### src/rtl/render_sequencer.sv
// Frame controller for the pixel-shader array: rasterizes every voxel, shades every
// palette entry, then reads the shader pixels back out into the framebuffer.
module render_sequencer #(
  parameter int ROWS            = 4,
  parameter int COLS            = 4,
  parameter int ROW_BITS        = 8,
  parameter int COL_BITS        = 8,
  parameter int COORD_BITS      = 8,
  parameter int PALETTE_BITS    = 8,
  parameter int PIXEL_BITS      = 8,
  parameter int VOXEL_ADDR_BITS = 10,
  parameter int FB_ADDR_BITS    = 16,
  parameter int TIMEOUT         = 255
) (
  input  logic                                  clock,
  input  logic                                  reset,
  input  logic                                  start,
  input  logic [VOXEL_ADDR_BITS:0]              voxel_count,
  output logic                                  busy,
  output logic                                  frame_done,
  output logic                                  timeout_err,
  output logic [VOXEL_ADDR_BITS-1:0]            voxel_addr,
  input  logic [3*COORD_BITS+PALETTE_BITS-1:0]  voxel_rdata,
  output logic [PALETTE_BITS-1:0]               palette_addr,
  input  logic [PIXEL_BITS-1:0]                 palette_rdata,
  output logic [COORD_BITS-1:0]                 voxel_x,
  output logic [COORD_BITS-1:0]                 voxel_y,
  output logic [COORD_BITS-1:0]                 voxel_z,
  output logic [PALETTE_BITS-1:0]               voxel_id,
  output logic [PIXEL_BITS-1:0]                 palette_entry,
  output logic                                  do_rasterize,
  output logic                                  do_shade,
  input  logic                                  rasterizing_done_all,
  input  logic                                  shading_done_all,
  output logic [ROW_BITS-1:0]                   row,
  output logic [COL_BITS-1:0]                   col,
  input  logic [PIXEL_BITS-1:0]                 pixel,
  output logic                                  fb_valid,
  input  logic                                  fb_ready,
  output logic [FB_ADDR_BITS-1:0]               fb_addr,
  output logic [PIXEL_BITS-1:0]                 fb_data
);

  localparam logic [3:0] IDLE     = 4'd0;
  localparam logic [3:0] V_FETCH  = 4'd1;
  localparam logic [3:0] V_LOAD   = 4'd2;
  localparam logic [3:0] RASTER   = 4'd3;
  localparam logic [3:0] R_WAIT   = 4'd4;
  localparam logic [3:0] P_FETCH  = 4'd5;
  localparam logic [3:0] P_LOAD   = 4'd6;
  localparam logic [3:0] SHADE    = 4'd7;
  localparam logic [3:0] S_WAIT   = 4'd8;
  localparam logic [3:0] RD_SEL   = 4'd9;
  localparam logic [3:0] RD_WRITE = 4'd10;
  localparam logic [3:0] DONE     = 4'd11;

  localparam int WD_BITS = (TIMEOUT < 2) ? 1 : $clog2(TIMEOUT + 1);
  // p carries one extra bit so the last-entry compare never wraps back to zero
  localparam logic [PALETTE_BITS:0] P_LAST = {1'b0, {PALETTE_BITS{1'b1}}};

  logic [3:0]                 state;
  logic [VOXEL_ADDR_BITS:0]   count;
  logic [VOXEL_ADDR_BITS:0]   idx;
  logic [PALETTE_BITS:0]      p;
  logic [WD_BITS-1:0]         wd;

  logic [VOXEL_ADDR_BITS:0]   idx_inc;
  logic [PALETTE_BITS:0]      p_inc;
  logic                       wait_expired;
  logic                       last_col;
  logic                       last_row;

  assign idx_inc      = idx + 1'b1;
  assign p_inc        = p + 1'b1;
  assign wait_expired = (wd == WD_BITS'(TIMEOUT - 1));
  assign last_col     = (col == COL_BITS'(COLS - 1));
  assign last_row     = (row == ROW_BITS'(ROWS - 1));
  assign busy         = (state != IDLE);

  always_ff @(posedge clock or negedge reset) begin
    if (!reset) begin
      state         <= IDLE;
      count         <= '0;
      idx           <= '0;
      p             <= '0;
      wd            <= '0;
      frame_done    <= 1'b0;
      timeout_err   <= 1'b0;
      voxel_addr    <= '0;
      palette_addr  <= '0;
      voxel_x       <= '0;
      voxel_y       <= '0;
      voxel_z       <= '0;
      voxel_id      <= '0;
      palette_entry <= '0;
      do_rasterize  <= 1'b0;
      do_shade      <= 1'b0;
      row           <= '0;
      col           <= '0;
      fb_valid      <= 1'b0;
      fb_addr       <= '0;
      fb_data       <= '0;
    end else begin
      do_rasterize <= 1'b0;
      do_shade     <= 1'b0;
      frame_done   <= 1'b0;
      case (state)
        IDLE: if (start) begin
          count        <= voxel_count;
          idx          <= '0;
          p            <= '0;
          timeout_err  <= 1'b0;
          voxel_addr   <= '0;
          palette_addr <= '0;
          state        <= (voxel_count != '0) ? V_FETCH : P_FETCH;
        end
        V_FETCH: state <= V_LOAD;
        V_LOAD: begin
          voxel_x      <= voxel_rdata[3*COORD_BITS+PALETTE_BITS-1 -: COORD_BITS];
          voxel_y      <= voxel_rdata[2*COORD_BITS+PALETTE_BITS-1 -: COORD_BITS];
          voxel_z      <= voxel_rdata[COORD_BITS+PALETTE_BITS-1 -: COORD_BITS];
          voxel_id     <= voxel_rdata[PALETTE_BITS-1:0];
          do_rasterize <= 1'b1;
          state        <= RASTER;
        end
        RASTER: begin
          wd    <= '0;
          state <= R_WAIT;
        end
        R_WAIT: begin
          // a done arriving on the expiry cycle wins, so no error is flagged
          if (rasterizing_done_all || wait_expired) begin
            if (!rasterizing_done_all) timeout_err <= 1'b1;
            idx <= idx_inc;
            if (idx_inc == count) begin
              p            <= '0;
              palette_addr <= '0;
              state        <= P_FETCH;
            end else begin
              voxel_addr <= idx_inc[VOXEL_ADDR_BITS-1:0];
              state      <= V_FETCH;
            end
          end else begin
            wd <= wd + 1'b1;
          end
        end
        P_FETCH: state <= P_LOAD;
        P_LOAD: begin
          voxel_id      <= p[PALETTE_BITS-1:0];
          palette_entry <= palette_rdata;
          do_shade      <= 1'b1;
          state         <= SHADE;
        end
        SHADE: begin
          wd    <= '0;
          state <= S_WAIT;
        end
        S_WAIT: begin
          if (shading_done_all || wait_expired) begin
            if (!shading_done_all) timeout_err <= 1'b1;
            if (p == P_LAST) begin
              row   <= '0;
              col   <= '0;
              state <= RD_SEL;
            end else begin
              p            <= p_inc;
              palette_addr <= p_inc[PALETTE_BITS-1:0];
              state        <= P_FETCH;
            end
          end else begin
            wd <= wd + 1'b1;
          end
        end
        RD_SEL: begin
          fb_data  <= pixel;
          fb_addr  <= FB_ADDR_BITS'(row) * FB_ADDR_BITS'(COLS) + FB_ADDR_BITS'(col);
          fb_valid <= 1'b1;
          state    <= RD_WRITE;
        end
        RD_WRITE: if (fb_ready) begin
          fb_valid <= 1'b0;
          if (!last_col) begin
            col   <= col + 1'b1;
            state <= RD_SEL;
          end else if (!last_row) begin
            col   <= '0;
            row   <= row + 1'b1;
            state <= RD_SEL;
          end else begin
            col        <= '0;
            row        <= '0;
            frame_done <= 1'b1;
            state      <= DONE;
          end
        end
        DONE:    state <= IDLE;
        default: state <= IDLE;
      endcase
    end
  end

endmodule
### config.mk
export PLATFORM = sky130hd
export DESIGN_NAME = render_sequencer
export DESIGN_NICKNAME = d
export VERILOG_FILES = /design/src/rtl/render_sequencer.sv
export SDC_FILE = /design/constraint.sdc
export NUM_CORES = 1
export LEC_CHECK = 0
export CAP_MARGIN = 20
export CELL_PAD_IN_SITES_DETAIL_PLACEMENT = 1
export CELL_PAD_IN_SITES_GLOBAL_PLACEMENT = 2
export CORE_MARGIN = 5
export CORE_UTILIZATION = 31
export DETAILED_ROUTE_END_ITERATION = 8
export PLACE_DENSITY = 0.89
export SLEW_MARGIN = 20
export SYNTH_ARGS = -nofsm -noshare
export SYNTH_HDL_FRONTEND = slang
export SYNTH_SLANG_ARGS = --single-unit
### constraint.sdc
create_clock -name clock -period 3.2 [get_ports clock]
set_clock_uncertainty 0.2 [all_clocks]
set_input_delay 0.64 -clock clock [delete_from_list [all_inputs] [get_ports clock]]
set_output_delay 0.64 -clock clock [all_outputs]
set_load 0.05 [all_outputs]
==> results of run 1 <==
## registers in the layout, summed over array words and instances, names as in the netlist, 10 cells and up
name / cells
idx: 11
voxel_addr: 10
count: 11
fb_addr: 11
## per-layer routing
| layer | GRT usage [%] | vias up | share of wire [%] |
|---|---|---|---|
| li1 | - | 2664 | - |
| met1 | 21.26 | 2721 | 44 |
| met2 | 26.48 | 142 | 47 |
| met3 | 6.984 | 14 | 8.0 |
| met4 | 2.950 | 0 | 0.86 |
| met5 | 0 | - | 0 |
## layout by cell type, fill, tap and decap left out, drive strengths merged, types with 3 or more instances in the layout
cell	synthesis	final
or3	5	5
a21o	9	9
mux2	44	44
dfrtp	133	133
clkdlybuf4s50	0	161
nor3b	8	8
o2bb2ai	5	5
or4	4	4
and3	16	16
a32o	9	9
nand2b	12	12
a22o	4	4
inv	14	24
a21oi	27	27
xor2	13	13
nor2	49	49
buf	24	28
nand4	6	6
xnor2	16	16
clkinvlp	0	3
nand2	78	78
nor3	18	18
o31ai	14	14
clkbuf	19	17
nor4	4	4
nand3	19	19
o21ai	50	50
nor2b	4	4
ha	13	13
conb	1	5
mux2i	9	9
## what timing repair did
action | CTS | global route
gates resized for setup | 0 | 1
hold buffers | 1 | 0
setup endpoints to repair | 0 | 1
hold endpoints to repair | 37 | 0
## final cells by class
| type | count | share of cell area (%) |
|---|---|---|
| sequential | 133 | 35.77 |
| multi-input combinational | 472 | 33.58 |
| timing repair buffer | 190 | 19.86 |
| clock buffer | 17 | 4.572 |
| tap | 275 | 3.698 |
| clock inverter | 15 | 1.963 |
| inverter | 14 | 0.5647 |
## critical path: cells and delay by family (launching register included)
family / cells / cell delay, ns
adders and majority gates: 1 / 0.21
xor gates and xnor gates: 1 / 0.24
and+or+nand+nor: 3 / 1.02
muxes: 1 / 0.30
DFF: 1 / 0.45
AOI/OAI and AO/OA: 2 / 0.43
## metrics by stage
stage               power, mW  area, sq um  setup slack [ns]  hold WS, ns  utilization [%]
floorplan               5.492         6730            0.3197       0.1444                -
finish                  9.064         9305            0.2378       0.2794            43.99
detailed placement      7.059         8686            0.1620       0.2685            41.06
global placement        6.995         8686            0.2495       0.2592            41.06
CTS                     9.175         9304            0.1444       0.2844            43.98
global route            9.595         9305           0.07116       0.3075            43.99
## worst paths after layout
kind,to,slack [ns],start,cells after the start
max,palette_addr[0]$_DFFE_PN0P_,0.24,idx[0]$_DFFE_PN0P_,8
min,fb_addr[7]$_DFFE_PN0P_,0.28,fb_addr[7]$_DFFE_PN0P_,2
max reg2reg,palette_addr[0]$_DFFE_PN0P_,0.24,idx[0]$_DFFE_PN0P_,8
min reg2reg,fb_addr[7]$_DFFE_PN0P_,0.28,fb_addr[7]$_DFFE_PN0P_,2
max in group asynchronous,fb_data[6]$_DFFE_PN0P_,1.61,reset,3
min in group asynchronous,col[5]$_DFFE_PN0P_,0.51,reset,2
## power groups by stage
stage / clock (mW) / sequential (mW) / combinational, mW
floorplan: 0 / 4.06 / 1.44
global placement: 0 / 2.67 / 4.32
detailed placement: 0 / 2.70 / 4.36
CTS: 2.10 / 2.68 / 4.39
global route: 2.18 / 2.76 / 4.65
finish: 2.05 / 2.67 / 4.34
## cells by family (layout without fill, tap and decap cells)
family	after synthesis	after routing	synth area share, %
and+or+nand+nor	234	234	17.16
AOI/OAI and AO/OA	135	135	12.93
DFF	133	133	49.56
buffers and inverters	57	236	4.379
muxes	53	53	8.720
xor gates and xnor gates	31	31	4.472
adders and majority gates	14	14	2.720
other	1	5	0.05584
==> reports/metrics.cfg, run 1 <==
[synth]
synth_edf_count=0
synth_top_area_share_pct=49.56
yosysWarnings=0
syn_avg_cell_area_sq_um=10.21
ys_types=58
synthArstFlopShare_pct=100.0
yosysTopAreaCell=dfrtp_1
synth_area_sq_um=6715
ys.flop_type=dfrtp_1
synth_common_cells=133 x dfrtp_1, 78 x nand2_1, 50 x o21ai_0, 49 x nor2_1, 44 x mux2_2
ys_top_cells_by_area=dfrtp_1 50%, mux2_2 7.4%, nand2_1 4.4%, o21ai_0 3.7%, nor2_1 2.7%
netlist_instances=658
ys_ff_latch=133
synth.most_common_cell=dfrtp_1
ys_seq_area_share_pct=49.56

[timing]
max_freq_mhz=337.6
setup_viol=0
tightest_slew_ns=0.7642
post-route-period-util_pct=92.57
drv_slew=0
slew_headroom_pct=48.78
hold_viol=0
final.setup.tns_ns=0
finalCriticalPeriod_ns=2.962
rsz0062_at_grt=false

[status]
outcome=completed

[clock_tree]
cts_sinks=133
root_buffer=clkbuf_16
cts_tree=yes
cts_buffers=17
post_cts_buffers=0
cts_htree_levels=4
insertion_delay_ns=0.43
clk_pin_slew_ns=0.06
clockBufferDepth=2

[grt]
antenna_found_initial=0
track_usage_pct=16.53
overflow=0
grt_pass1_wl_microns=32640
grt_max_degree=49
grt_pass1_vias=5874

[drt]
drcViolationCount=0
ant_nets=0
first_pass_iters=4
via_per_inst=4.965
totalWireLength_microns=19920
wl_per_cell_microns=17.85
drt_iter0_markers=262
num_vias=5541

[worst_setup_path]
cp_common_cell=and3_4
crit_path_max_incr_delay_ns=0.54
end_kind=register
cp_max_fo=9
startpoint_type=register
path_cells=ha_1 > and3_4 > and3_4 > xor3_1 > or4_1 > a211oi_2 > o21bai_2 > mux2_2
crit_type=reg -> reg
critPathSlowestCell=or4_1
arrival_ns=3.07
crit_required_ns=3.31

[layout]
multiInputGateArea_sq_um=3124
final_cells=1116
fin_nets=907
regArea_sq_um=3328
fillers=2344
drive_above_1_share_pct=13.91
diodes=0
syn_to_final_growth_pct=38.57

[pwr]
ir_worst_vdd_uv=671.0
clkPwrFrac_pct=22.7
p_int_mw=5.009
power_density_nw_per_um2=974.1
switching_share_pct=44.74
p_sw_mw=4.055
p_seq_share_pct=29.5
p_leak_nw=3.989
pwr-share-comb_pct=47.9

[die]
ios=169
rows=53
start_util_pct=31.74
core_sq_um=21150
die-area_sq_um=24710
die_w_microns=157.2
die_y_microns=157.2

[place]
dp_hpwl_microns=14590
dp.cells=1083
port_buffers=163
gp_congestion=0.8263

[worst_hold_path]
worstHoldPathType=reg -> reg

[flow_run]
max-cap-violations=0

Note: power is estimated with default switching activity, not from simulation.
==> run 2: changes to the inputs <==
==> constraint.sdc (replaced) <==
create_clock -name clock -period 2.8 [get_ports clock]
set_clock_uncertainty 0.2 [all_clocks]
set_input_delay 0.56 -clock clock [delete_from_list [all_inputs] [get_ports clock]]
set_output_delay 0.56 -clock clock [all_outputs]
set_load 0.05 [all_outputs]
==> run 2 against run 1 <==
Count of clock-buffer cells in the layout unchanged. Sequential cell count stayed put. Sequential share of layout area fell by 0.96 points. Critical path depth increased by 1. Via count grew 2.5%. Critical endpoint unchanged. First-iteration DRC count shrank 26%. Power is 16% higher. Maximum frequency up 7.4%. Highest routed layer unchanged. Die area did not move. Worst hold slack worse by 0.0066 ns.
==> reports/metrics.cfg, run 2 (same netlist as run 1, synthesis figures left out) <==
[die]
die-area_sq_um=24710
core_sq_um=21150
ios=169
die_w_microns=157.2
die_y_microns=157.2
rows=53
start_util_pct=31.74

[flow_run]
max-cap-violations=0

[grt]
grt_pass1_wl_microns=33540
grt_pass1_vias=6128
overflow=0
antenna_found_initial=0
track_usage_pct=17.09
grt_max_degree=44

[drt]
ant_nets=0
drcViolationCount=0
drt_iter0_markers=193
first_pass_iters=4
wl_per_cell_microns=18.14
via_per_inst=4.972
totalWireLength_microns=20720
num_vias=5678

[clock_tree]
cts_tree=yes
insertion_delay_ns=0.42
root_buffer=clkbuf_16
clockBufferDepth=2
cts_sinks=133
post_cts_buffers=0
clk_pin_slew_ns=0.07
cts_htree_levels=4
cts_buffers=17

[layout]
final_common_cell=clkdlybuf4s50_1
fin_nets=933
top_regs=count (11), fb_addr (11), idx (11)
final_cell_mix=161 x clkdlybuf4s50_1, 132 x dfrtp_1, 78 x nand2_1
drive_above_1_share_pct=16.84
syn_to_final_growth_pct=42.43
diodes=0
fillers=2367

[pwr]
pwr-share-comb_pct=49.3
finalPower_mw=10.49
p_seq_share_pct=28.9
p_sw_mw=4.704
power_density_nw_per_um2=1096
p_leak_nw=4.141
switching_share_pct=44.86
p_int_mw=5.782
ir_worst_vdd_uv=626.9
clkPwrFrac_pct=21.8

[timing]
tightest_slew_ns=0.6027
hold_viol=0
post-route-period-util_pct=98.50
finalCriticalPeriod_ns=2.758
setup_viol=0
layout_setup_ws_ns=0.04214
drv_slew=0
slew_headroom_pct=59.70
max_freq_mhz=362.6
timing.hold.ws_ns=0.2729
rsz0062_at_grt=true

[worst_setup_path]
crit_required_ns=2.90
cp_max_fo=9
end_kind=register
reg2reg_depth=9
arrival_ns=2.86
startpoint_type=register
crit_type=reg -> reg

[status]
outcome=completed

[worst_hold_path]
hold_depth=2
worstHoldPathType=reg -> reg

[place]
dp_worst_setup_slack_ns=0.03812
port_buffers=163
gp_congestion=0.8420
dp_hpwl_microns=15540

## run 2: changes by cell type in the layout (fill, tap and decap cells not counted), moves of 2 or more
cell	previous run	this run
inv_8	5	7
clkinv_4	0	2
buf_4	26	49
buf_12	1	4
clkinvlp_4	3	0
## run 2: power by group through the flow
stage / Sequential (mW) / Clock (mW) / Combinational (mW)
2_1_floorplan: 4.64 / 0 / 1.65
5_1_grt: 3.13 / 2.45 / 5.53
4_1_cts: 3.04 / 2.36 / 5.22
6_report: 3.03 / 2.29 / 5.17
3_5_place_dp: 3.06 / 0 / 5.18
3_3_place_gp: 3.02 / 0 / 5.11
## run 2: area by class of cell
| cell class | instances | area (sq um) | area share, % |
|---|---|---|---|
| multi-input combinational | 472 | 3154 | 32.98 |
| sequential | 133 | 3329 | 34.81 |
| timing repair buffer | 216 | 2081 | 21.76 |
| inverter | 14 | 52.55 | 0.5495 |
| tap | 275 | 344.1 | 3.598 |
| clock buffer | 17 | 425.4 | 4.448 |
| clock inverter | 15 | 177.7 | 1.858 |
## run 2: worst max-delay path, cell delays in order, from the launching register on
cell,delay (ns)
dfrtp_2,0.43
ha_4,0.16
and3_4,0.14
buf_4,0.17
xnor2_1,0.12
a2111oi_0,0.45
o31ai_1,0.21
a211oi_4,0.34
o21bai_4,0.15
mux2_2,0.28
## run 2: per-layer routing
metal	GRT usage [%]	vias up	wire length, microns
met1	20.79	2807	8595
met2	28.68	138	10380
met5	0	-	0
li1	-	2722	-
met4	2.991	0	141
met3	7.396	11	1602
## run 2: worst paths after layout
| check | from | end | slack [ns] |
|---|---|---|---|
| min | fb_addr[1]$_DFFE_PN0P_ | fb_addr[1]$_DFFE_PN0P_ | 0.27 |
| max reg2reg | idx[0]$_DFFE_PN0P_ | palette_addr[0]$_DFFE_PN0P_ | 0.04 |
| min in group asynchronous | reset | idx[0]$_DFFE_PN0P_ | 0.45 |
| min reg2reg | fb_addr[1]$_DFFE_PN0P_ | fb_addr[1]$_DFFE_PN0P_ | 0.27 |
| max | idx[0]$_DFFE_PN0P_ | palette_addr[0]$_DFFE_PN0P_ | 0.04 |
| max in group asynchronous | reset | idx[8]$_DFFE_PN0P_ | 1.36 |
## run 2: stage by stage
step	TNS, ns	util [%]	std cells	instance area, sq um
after floorplan	0	-	662	6744
after global placement	0	42.23	1109	8932
after detailed placement	0	42.23	1109	8932
after CTS	0	45.14	1142	9549
after global routing	-0.01747	45.21	1142	9564
final	0	45.21	1142	9564
## run 2: what timing repair did
item,CTS,global route
endpoints found under the setup margin,2,2
hold endpoints to repair,40,0
pin swaps,0,0
hold buffers,1,0
gates resized for setup,2,2
==> run 3: changes to the inputs <==
==> constraint.sdc (replaced) <==
create_clock -name clock -period 2.9 [get_ports clock]
set_clock_uncertainty 0.2 [all_clocks]
set_input_delay 0.58 -clock clock [delete_from_list [all_inputs] [get_ports clock]]
set_output_delay 0.58 -clock clock [all_outputs]
set_load 0.05 [all_outputs]
==> run 3 against run 2 <==
The run now ends with negative setup slack left. Non-clock buffer count down 4. Power fell by 2.3%. Final cell count down 0.35%. Sequential power fell by 2%. Sequential share of layout area increased by 0.10 points. Count of clock-buffer cells in the layout did not move. Utilization is 0.15 points lower. Global-route usage shrank 0.27 points.
==> reports/metrics.cfg, run 3 (same netlist as run 1, synthesis figures left out) <==
[status]
outcome=complete, but fails checks
failed_checks=negative setup slack

[place]
dp_worst_setup_slack_ns=0.06895
dp.cells=1101
dp_hpwl_microns=15370
port_buffers=163
gp_congestion=0.8408

[die]
rows=53
die-area_sq_um=24710
ios=169
die_y_microns=157.2
start_util_pct=31.74
die_w_microns=157.2
core_sq_um=21150

[timing]
timing.hold.ws_ns=0.2784
finalCriticalPeriod_ns=2.984
hold_viol=0
setup_viol=11
rsz0062_at_grt=true
tightest_slew_ns=0.5829
layout_setup_ws_ns=-0.08354
max_freq_mhz=335.2
post-route-period-util_pct=102.9
slew_headroom_pct=60.14
drv_slew=0

[layout]
fin_nets=929
fillers=2310
final_common_cell=clkdlybuf4s50_1
syn_to_final_growth_pct=41.96
final_cells=1138
top_regs=count (11), fb_addr (11), idx (11)
diodes=0
drive_above_1_share_pct=16.22
final_cell_mix=161 x clkdlybuf4s50_1, 133 x dfrtp_1, 78 x nand2_1

[grt]
grt_max_degree=65
antenna_found_initial=0
overflow=0
grt_pass1_wl_microns=33040
grt_pass1_vias=6095
track_usage_pct=16.82

[clock_tree]
root_buffer=clkbuf_16
cts_tree=yes
cts_sinks=133
cts_htree_levels=4
clk_pin_slew_ns=0.06
cts_buffers=17
insertion_delay_ns=0.43
clockBufferDepth=2

[worst_setup_path]
crit_path_max_incr_delay_ns=0.58
critPathSlowestCell=a2111oi_0
crit_required_ns=3.05
cp_num_buf_inv=2
startpoint_type=register
cp_max_fo=8
arrival_ns=3.14
crit_family=compound AO/OA/AOI/OAI gates
path_cells=ha_2 > and3_4 > buf_4 > xnor2_1 > a2111oi_0 > o31ai_1 > a211oi_4 > a21o_1 > buf_4 > a32o_1
end_kind=register
cp_common_cell=buf_4
crit_type=reg -> reg

[drt]
num_vias=5680
ant_nets=0
wl_per_cell_microns=18.25
drt_iter0_markers=188
drcViolationCount=0
first_pass_iters=5
via_per_inst=4.991
totalWireLength_microns=20770

[pwr]
power_density_nw_per_um2=1074
p_leak_nw=4.134
ir_worst_vdd_uv=691.4

[worst_hold_path]
worstHoldPathType=reg -> reg

[flow_run]
max-cap-violations=0

## run 3: cell count changes in the layout (fill, tap and decap cells not counted), sizes merged
cell / delta
clkinv: -1
buf: -4
bufinv: +2
inv: -1
## run 3: worst reg2reg max path: stages, from the launching register on
cell       delay, ns
dfrtp_1         0.43
ha_2            0.21
and3_4          0.15
buf_4           0.16
xnor2_1         0.12
a2111oi_0       0.58
o31ai_1         0.24
a211oi_4        0.30
a21o_1          0.24
buf_4           0.17
a32o_1          0.12
## run 3: per-stage QoR
stage / utilization, % / setup TNS, ns / area [sq um] / power [mW]
after floorplan: - / 0 / 6730 / 6.060
after global placement: 41.76 / 0 / 8833 / 7.773
after detailed placement: 41.76 / 0 / 8833 / 7.881
after CTS: 44.80 / 0 / 9478 / 10.30
after global routing: 45.06 / -1.629 / 9533 / 10.80
final: 45.06 / -0.7209 / 9533 / 10.24
## run 3: final timing paths
path                                   startpoint                         to  slack [ns]  depth (start not counted)
setup / recovery               idx[1]$_DFFE_PN0P_  voxel_addr[8]$_DFFE_PN0P_       -0.08                         10
hold / removal             fb_addr[5]$_DFFE_PN0P_     fb_addr[5]$_DFFE_PN0P_        0.28                          2
setup reg to reg               idx[1]$_DFFE_PN0P_  voxel_addr[8]$_DFFE_PN0P_       -0.08                         10
hold reg to reg            fb_addr[5]$_DFFE_PN0P_     fb_addr[5]$_DFFE_PN0P_        0.28                          2
max in group asynchronous                   reset     fb_addr[0]$_DFFE_PN0P_        1.37                          3
min in group asynchronous                   reset         idx[0]$_DFFE_PN0P_        0.45                          2
## run 3: report_power, final
group          switching [mW]  internal (mW)
sequential              0.499           2.46
clock                   0.953           1.40
combinational            3.07           1.86
## run 3: layout make-up
class	count	area (sq um)	area share, %
Sequential cell	133	3328	34.91
Multi-Input combinational cell	472	3144	32.98
Timing Repair Buffer	212	2029	21.29
Clock buffer	17	425.4	4.463
Tap cell	275	344.1	3.609
Clock inverter	15	209.0	2.192
Inverter	14	52.55	0.5513
## run 3: per-layer routing
| metal | vias up | share of wire (%) | GRT usage [%] |
|---|---|---|---|
| li1 | 2702 | - | - |
| met1 | 2821 | 41 | 20.56 |
| met2 | 137 | 50 | 27.72 |
| met3 | 20 | 7.5 | 7.314 |
| met4 | 0 | 1.3 | 3.687 |
| met5 | - | 0 | 0 |
## run 3: timing repair
item / CTS / global route
hold buffers: 1 / 0
hold endpoints to repair: 38 / 0
resized for setup: 0 / 6
setup endpoints to repair: 0 / 12
setup buffers: 0 / 3
